$ cat src/rtl/vram_arbiter.sv
// vram_arbiter: owns the single VRAM port and shares it between the sprite
// fetcher, the BG/window fetcher and the CPU. Fetchers are served with zero
// latency by fixed priority. The CPU goes through a one-deep pending slot and
// is locked out, as on real hardware, while the PPU is drawing (mode 3).
module vram_arbiter (
    input  logic        clk,
    input  logic        reset_n,
    input  logic        lcd_en,
    input  logic [1:0]  mode,
    input  logic        spr_req,
    input  logic [15:0] spr_addr,
    input  logic        spr_lock,
    output logic [7:0]  spr_rdata,
    output logic        spr_rvalid,
    input  logic        bg_req,
    input  logic [15:0] bg_addr,
    output logic [7:0]  bg_rdata,
    output logic        bg_rvalid,
    output logic        bg_stall,
    input  logic        cpu_req,
    input  logic        cpu_we,
    input  logic [15:0] cpu_addr,
    input  logic [7:0]  cpu_wdata,
    output logic [7:0]  cpu_rdata,
    output logic        cpu_ack,
    output logic [12:0] mem_addr,
    output logic        mem_we,
    output logic [7:0]  mem_wdata,
    input  logic [7:0]  mem_rdata,
    output logic [7:0]  stall_cnt,
    output logic [1:0]  arb_state_dbg
);

    typedef enum logic [1:0] {
        GNT_NONE = 2'd0,
        GNT_SPR  = 2'd1,
        GNT_BG   = 2'd2,
        GNT_CPU  = 2'd3
    } grant_t;

    grant_t      grant;
    logic        draw;
    logic        cpu_blocked;
    logic        cpu_done;
    logic        pend_load;
    logic        mode3_entry;

    // CPU pending slot; only the low 13 address bits ever reach VRAM
    logic        pend_reg;
    logic        pend_we_reg;
    logic [12:0] pend_addr_reg;
    logic [7:0]  pend_wdata_reg;

    logic        cpu_ack_reg;
    logic [7:0]  cpu_rdata_reg;
    logic [7:0]  stall_cnt_reg;
    logic [1:0]  mode_q_reg;

    // Upper address bits select the VRAM region upstream and are not decoded here
    logic        unused_addr_bits;
    assign unused_addr_bits = ^{spr_addr[15:13], bg_addr[15:13], cpu_addr[15:13]};

    assign draw = lcd_en & (mode == 2'd3);

    // Fixed-priority grant: sprite, then BG (unless a sprite sequence holds the lock), then CPU
    always_comb begin
        grant = GNT_NONE;
        if (lcd_en & spr_req) begin
            grant = GNT_SPR;
        end else if (lcd_en & bg_req & ~spr_lock) begin
            grant = GNT_BG;
        end else if (pend_reg & ~draw) begin
            grant = GNT_CPU;
        end
    end

    // VRAM port mux and fetcher read returns; idle port parks on the pending CPU address
    always_comb begin
        mem_addr   = pend_addr_reg;
        mem_we     = 1'b0;
        mem_wdata  = pend_wdata_reg;
        spr_rvalid = 1'b0;
        spr_rdata  = 8'hFF;
        bg_rvalid  = 1'b0;
        bg_rdata   = 8'hFF;
        case (grant)
            GNT_SPR: begin
                mem_addr   = spr_addr[12:0];
                spr_rvalid = 1'b1;
                spr_rdata  = mem_rdata;
            end
            GNT_BG: begin
                mem_addr  = bg_addr[12:0];
                bg_rvalid = 1'b1;
                bg_rdata  = mem_rdata;
            end
            GNT_CPU: begin
                mem_we = pend_we_reg;
            end
            default: begin
            end
        endcase
    end

    // A pending access during drawing completes immediately as blocked
    assign cpu_blocked = pend_reg & draw;
    assign cpu_done    = (grant == GNT_CPU) | cpu_blocked;
    // Holding off while ack is high stops the still-asserted request from reloading
    assign pend_load   = cpu_req & ~pend_reg & ~cpu_ack_reg;
    assign mode3_entry = (mode == 2'd3) & (mode_q_reg != 2'd3);

    assign bg_stall      = lcd_en & bg_req & (grant != GNT_BG);
    assign cpu_ack       = cpu_ack_reg;
    assign cpu_rdata     = cpu_rdata_reg;
    assign stall_cnt     = stall_cnt_reg;
    assign arb_state_dbg = grant;

    // CPU pending slot, completion pulse and read-data capture
    always_ff @(posedge clk or negedge reset_n) begin
        if (!reset_n) begin
            pend_reg       <= 1'b0;
            pend_we_reg    <= 1'b0;
            pend_addr_reg  <= 13'd0;
            pend_wdata_reg <= 8'd0;
            cpu_ack_reg    <= 1'b0;
            cpu_rdata_reg  <= 8'hFF;
        end else begin
            cpu_ack_reg <= cpu_done;
            if (cpu_done) begin
                pend_reg <= 1'b0;
            end else if (pend_load) begin
                pend_reg       <= 1'b1;
                pend_we_reg    <= cpu_we;
                pend_addr_reg  <= cpu_addr[12:0];
                pend_wdata_reg <= cpu_wdata;
            end
            if ((grant == GNT_CPU) && !pend_we_reg) begin
                cpu_rdata_reg <= mem_rdata;
            end else if (cpu_blocked && !pend_we_reg) begin
                cpu_rdata_reg <= 8'hFF;
            end
        end
    end

    // Saturating count of BG stall cycles, restarted on every entry into mode 3
    always_ff @(posedge clk or negedge reset_n) begin
        if (!reset_n) begin
            stall_cnt_reg <= 8'd0;
            mode_q_reg    <= 2'd0;
        end else begin
            mode_q_reg <= mode;
            if (mode3_entry) begin
                stall_cnt_reg <= 8'd0;
            end else if (bg_stall && (stall_cnt_reg != 8'hFF)) begin
                stall_cnt_reg <= stall_cnt_reg + 8'd1;
            end
        end
    end

endmodule

$ cat config.mk
export PLATFORM = sky130hd
export DESIGN_NAME = vram_arbiter
export DESIGN_NICKNAME = d
export VERILOG_FILES = /design/src/rtl/vram_arbiter.sv
export SDC_FILE = /design/constraint.sdc
export NUM_CORES = 1
export LEC_CHECK = 0
export BUFFER_PORTS_ARGS = -buffer_cell sky130_fd_sc_hd__buf_2
export CELL_PAD_IN_SITES_DETAIL_PLACEMENT = 0
export CELL_PAD_IN_SITES_GLOBAL_PLACEMENT = 1
export CORE_MARGIN = 10
export CORE_UTILIZATION = 31
export DETAILED_ROUTE_END_ITERATION = 10
export MAX_ROUTING_LAYER = met4
export PLACE_DENSITY_LB_ADDON = 0.1
export SLEW_MARGIN = 20
export SYNTH_ARGS = -nofsm -noshare
export SYNTH_HDL_FRONTEND = slang
export SYNTH_SLANG_ARGS = --single-unit
$ cat constraint.sdc
create_clock -name clk -period 2.1 [get_ports clk]
set_input_delay 0.105 -clock clk [delete_from_list [all_inputs] [get_ports clk]]
set_output_delay 0.105 -clock clk [all_outputs]
set_load 0.03 [all_outputs]
==> results.py <==
metrics = {
    "detailed_routing": {
        "dr.first_iter.drc_count": 73,
        "route.met3.wl_um": 473,
        "dr_wl_met2_um": 3230,
        "vias_per_cell": 4.85,
        "avgRoutedWirePerCell_um": 17.1,
        "dr.max_layer_used": "met4",
        "wl_met1_um": 2930,
        "first_pass_iters": 4,
        "drc": 0,
        "final_antenna_net_count": 0,
        "totalWireLength_um": 6700,
        "vias": 1901,
    },
    "cells_and_area": {
        "area.sequential_um2": 1060,
        "drive_above_1_share_pct": 59.9,
        "diodes": 0,
        "design_area_um2": 3000,
        "finalNetCount": 386,
        "syn_to_final_growth_pct": 39.0,
        "largest_reg_flops": 13,
        "multiInputGateArea_um2": 972,
        "stdcell_count": 392,
        "n_fill_cell": 692,
    },
    "timing": {
        "setup_tns_ns": 0,
        "hold_violations": 0,
        "whs_ns": 0.0116,
        "rsz0062_at_grt": "false",
        "clock-skew-final_ns": 0.00683,
        "finalCriticalPeriod_ns": 1.59,
        "finalSetupViolations": 0,
        "fin_crit_sh_pct": 75.7,
        "drv_slew": 0,
        "fmax_mhz": 629,
        "worst_pin_slew_ns": 0.729,
        "slew-limit-headroom_pct": 51.4,
    },
    "synth": {
        "synth_common_cells": "dfrtp_1 (34), mux2_2 (21), inv_1 (17), a222oi_1 (13)",
        "netlist_top_cells_area": "dfrtp_1 (39%), mux2_2 (11%), dfstp_2 (9.8%)",
        "synth_top_area_share_pct": 39.5,
        "syn-num-nets": 254,
        "ys_ff_latch": 42,
        "yosysTopAreaCell": "dfrtp_1",
        "synth_edf_count": 0,
        "async_flop_share_pct": 100,
        "synthCells": 179,
        "syn_area_per_cell_um2": 12.0,
        "yosysSeqAreaShare_pct": 49.2,
        "yosysWarnings": 0,
        "synth_most_common_cell": "dfrtp_1",
        "synth_area_um2": 2150,
        "synth_ff_type": "dfrtp_1",
        "ys_types": 39,
    },
    "global_routing": {
        "antenna_found_initial": 0,
        "grt_usage_pct": 12.9,
        "grt_max_degree": 43,
        "grt_pass1_wl_um": 10500,
        "grt_overflow_total": 0,
        "grt_pass1_vias": 2098,
    },
    "power": {
        "switching_share_pct": 39.5,
        "p_clk_share_pct": 18.9,
        "comb_power_share_pct": 40.8,
        "power_frac_seq_pct": 40.3,
        "vdd_drop_max_v": 0.000541,
        "power.density_nw_per_um2": 976,
        "netSwitchingPower_uw": 1150,
        "p_leak_uw": 0.00142,
        "p_int_uw": 1770,
    },
    "placement": {
        "hpwl_um": 5280,
        "postPlaceCellArea_um2": 2870,
        "dpl.cell_count": 381,
        "gpl.final_weighted_congestion": 0.744,
        "portBuffers": 124,
    },
    "clock_tree": {
        "cts_root_buf": "clkbuf_8",
        "cts_buffers": 5,
        "ctsResizeCount": 0,
        "cts.sinks": 42,
        "htreeDepth": 2,
        "clockBufferDepth": 2,
        "worstSkewPairLatency_ns": 0.29,
        "path_clk_slew_ns": 0.08,
        "ctsHoldBuffers": 3,
        "post_cts_buffers": 0,
        "cts_tree": "built",
    },
    "die": {
        "die_h_um": 103,
        "die_w_um": 103,
        "start_util_pct": 31.9,
        "fp.dieArea_um2": 10700,
        "io_pins": 134,
        "rows": 30,
        "core_um2": 6760,
    },
    "worst_setup_path": {
        "crit_path_start_kind": "input port",
        "arrival_ns": 1.49,
        "worstSetupPathType": "in2out",
        "worstPathMaxFanout": 3,
        "rr_worst_depth": 5,
        "endpoint_kind": "primary output",
        "worst_ep_required_time_ns": 2.00,
    },
    "min_path": {
        "holdPathStages": 3,
        "hold_class": "in2reg",
    },
    "run": {
        "maxCapViolations": 0,
    },
    "run_status": {
        "status": "completed",
    },
}
==> worst paths after layout <==
path | slack (ns) | start | end
setup / recovery | 0.51 | mode[0] | arb_state_dbg[0]
hold / removal | 0.01 | cpu_we | pend_we_reg
setup reg to reg | 0.52 | stall_cnt[0] | stall_cnt[5]
hold reg to reg | 0.51 | mem_wdata[3] | mem_wdata[3]
max in group asynchronous | 1.30 | reset_n | cpu_rdata[6]
min in group asynchronous | 0.40 | reset_n | stall_cnt[6]
==> final cells by class <==
type / count / share of cell area, %
Clock buffer: 6 / 2.76
Clock inverter: 2 / 0.418
Inverter: 17 / 2.13
Multi-Input combinational cell: 111 / 32.5
Sequential cell: 42 / 35.4
Tap cell: 80 / 3.34
Timing Repair Buffer: 134 / 23.5
==> per-stage QoR <==
stage                     power [uW]  util, %  setup WS [ns]
after floorplan                 2000        -          0.465
after global placement          2390     42.5          0.536
after detailed placement        2410     42.5          0.540
after CTS                       2980     44.3          0.519
after global routing            3110     44.3          0.412
final                           2920     44.3          0.510
==> kinds of logic (layout without fill, tap and decap cells) <==
family          after synthesis  after routing  synth area share [%]
compound gates               41             41                  19.0
xor+xnor                      6              6                  2.44
simple gates                 41             41                  11.3
fa+ha+maj                     1              1                 0.581
mux                          22             22                  11.4
flops                        42             42                  49.2
buf+inv                      26            159                  5.92
==> cells in the final DEF (no fill, tap or decap), types with 2 or more instances in the layout <==
| master | synthesis | layout |
|---|---|---|
| o21ai_0 | 3 | 2 |
| nand2b_1 | 8 | 8 |
| dlygate4sd3_1 | 0 | 3 |
| buf_2 | 3 | 124 |
| nand2_1 | 7 | 7 |
| or3_2 | 8 | 8 |
| dfrtp_1 | 34 | 34 |
| dfstp_2 | 8 | 8 |
| inv_1 | 17 | 17 |
| xnor2_1 | 5 | 5 |
| a21oi_1 | 2 | 2 |
| mux2_2 | 21 | 21 |
| a211oi_1 | 3 | 3 |
| nor2_2 | 2 | 2 |
| clkbuf_8 | 0 | 6 |
| nand3_1 | 3 | 3 |
| o2111ai_2 | 2 | 2 |
| buf_4 | 3 | 7 |
| a222oi_1 | 13 | 13 |
| nor2_1 | 7 | 7 |
| a2111oi_4 | 2 | 2 |
| o22a_1 | 8 | 8 |
==> metal layers <==
layer	vias to the layer above	track usage (%)
li1	922	-
met1	903	15.7
met2	69	20.2
met3	7	3.85
met4	0	3.64
met5	-	-
==> critical path, cell delays in order <==
cell	delay, ns
dlygate4sd3_1	0.54
buf_2	0.14
nand3_1	0.11
nand2_1	0.12
o21ai_0	0.22
buf_2	0.25
==> power groups by stage <==
stage / Clock, uW / Combinational (uW) / Sequential (uW)
2_1_floorplan: 0 / 584 / 1420
3_3_place_gp: 0 / 1200 / 1190
3_5_place_dp: 0 / 1210 / 1200
4_1_cts: 582 / 1220 / 1180
5_1_grt: 607 / 1290 / 1210
6_report: 551 / 1190 / 1180
(Power assumes the default switching activity.)
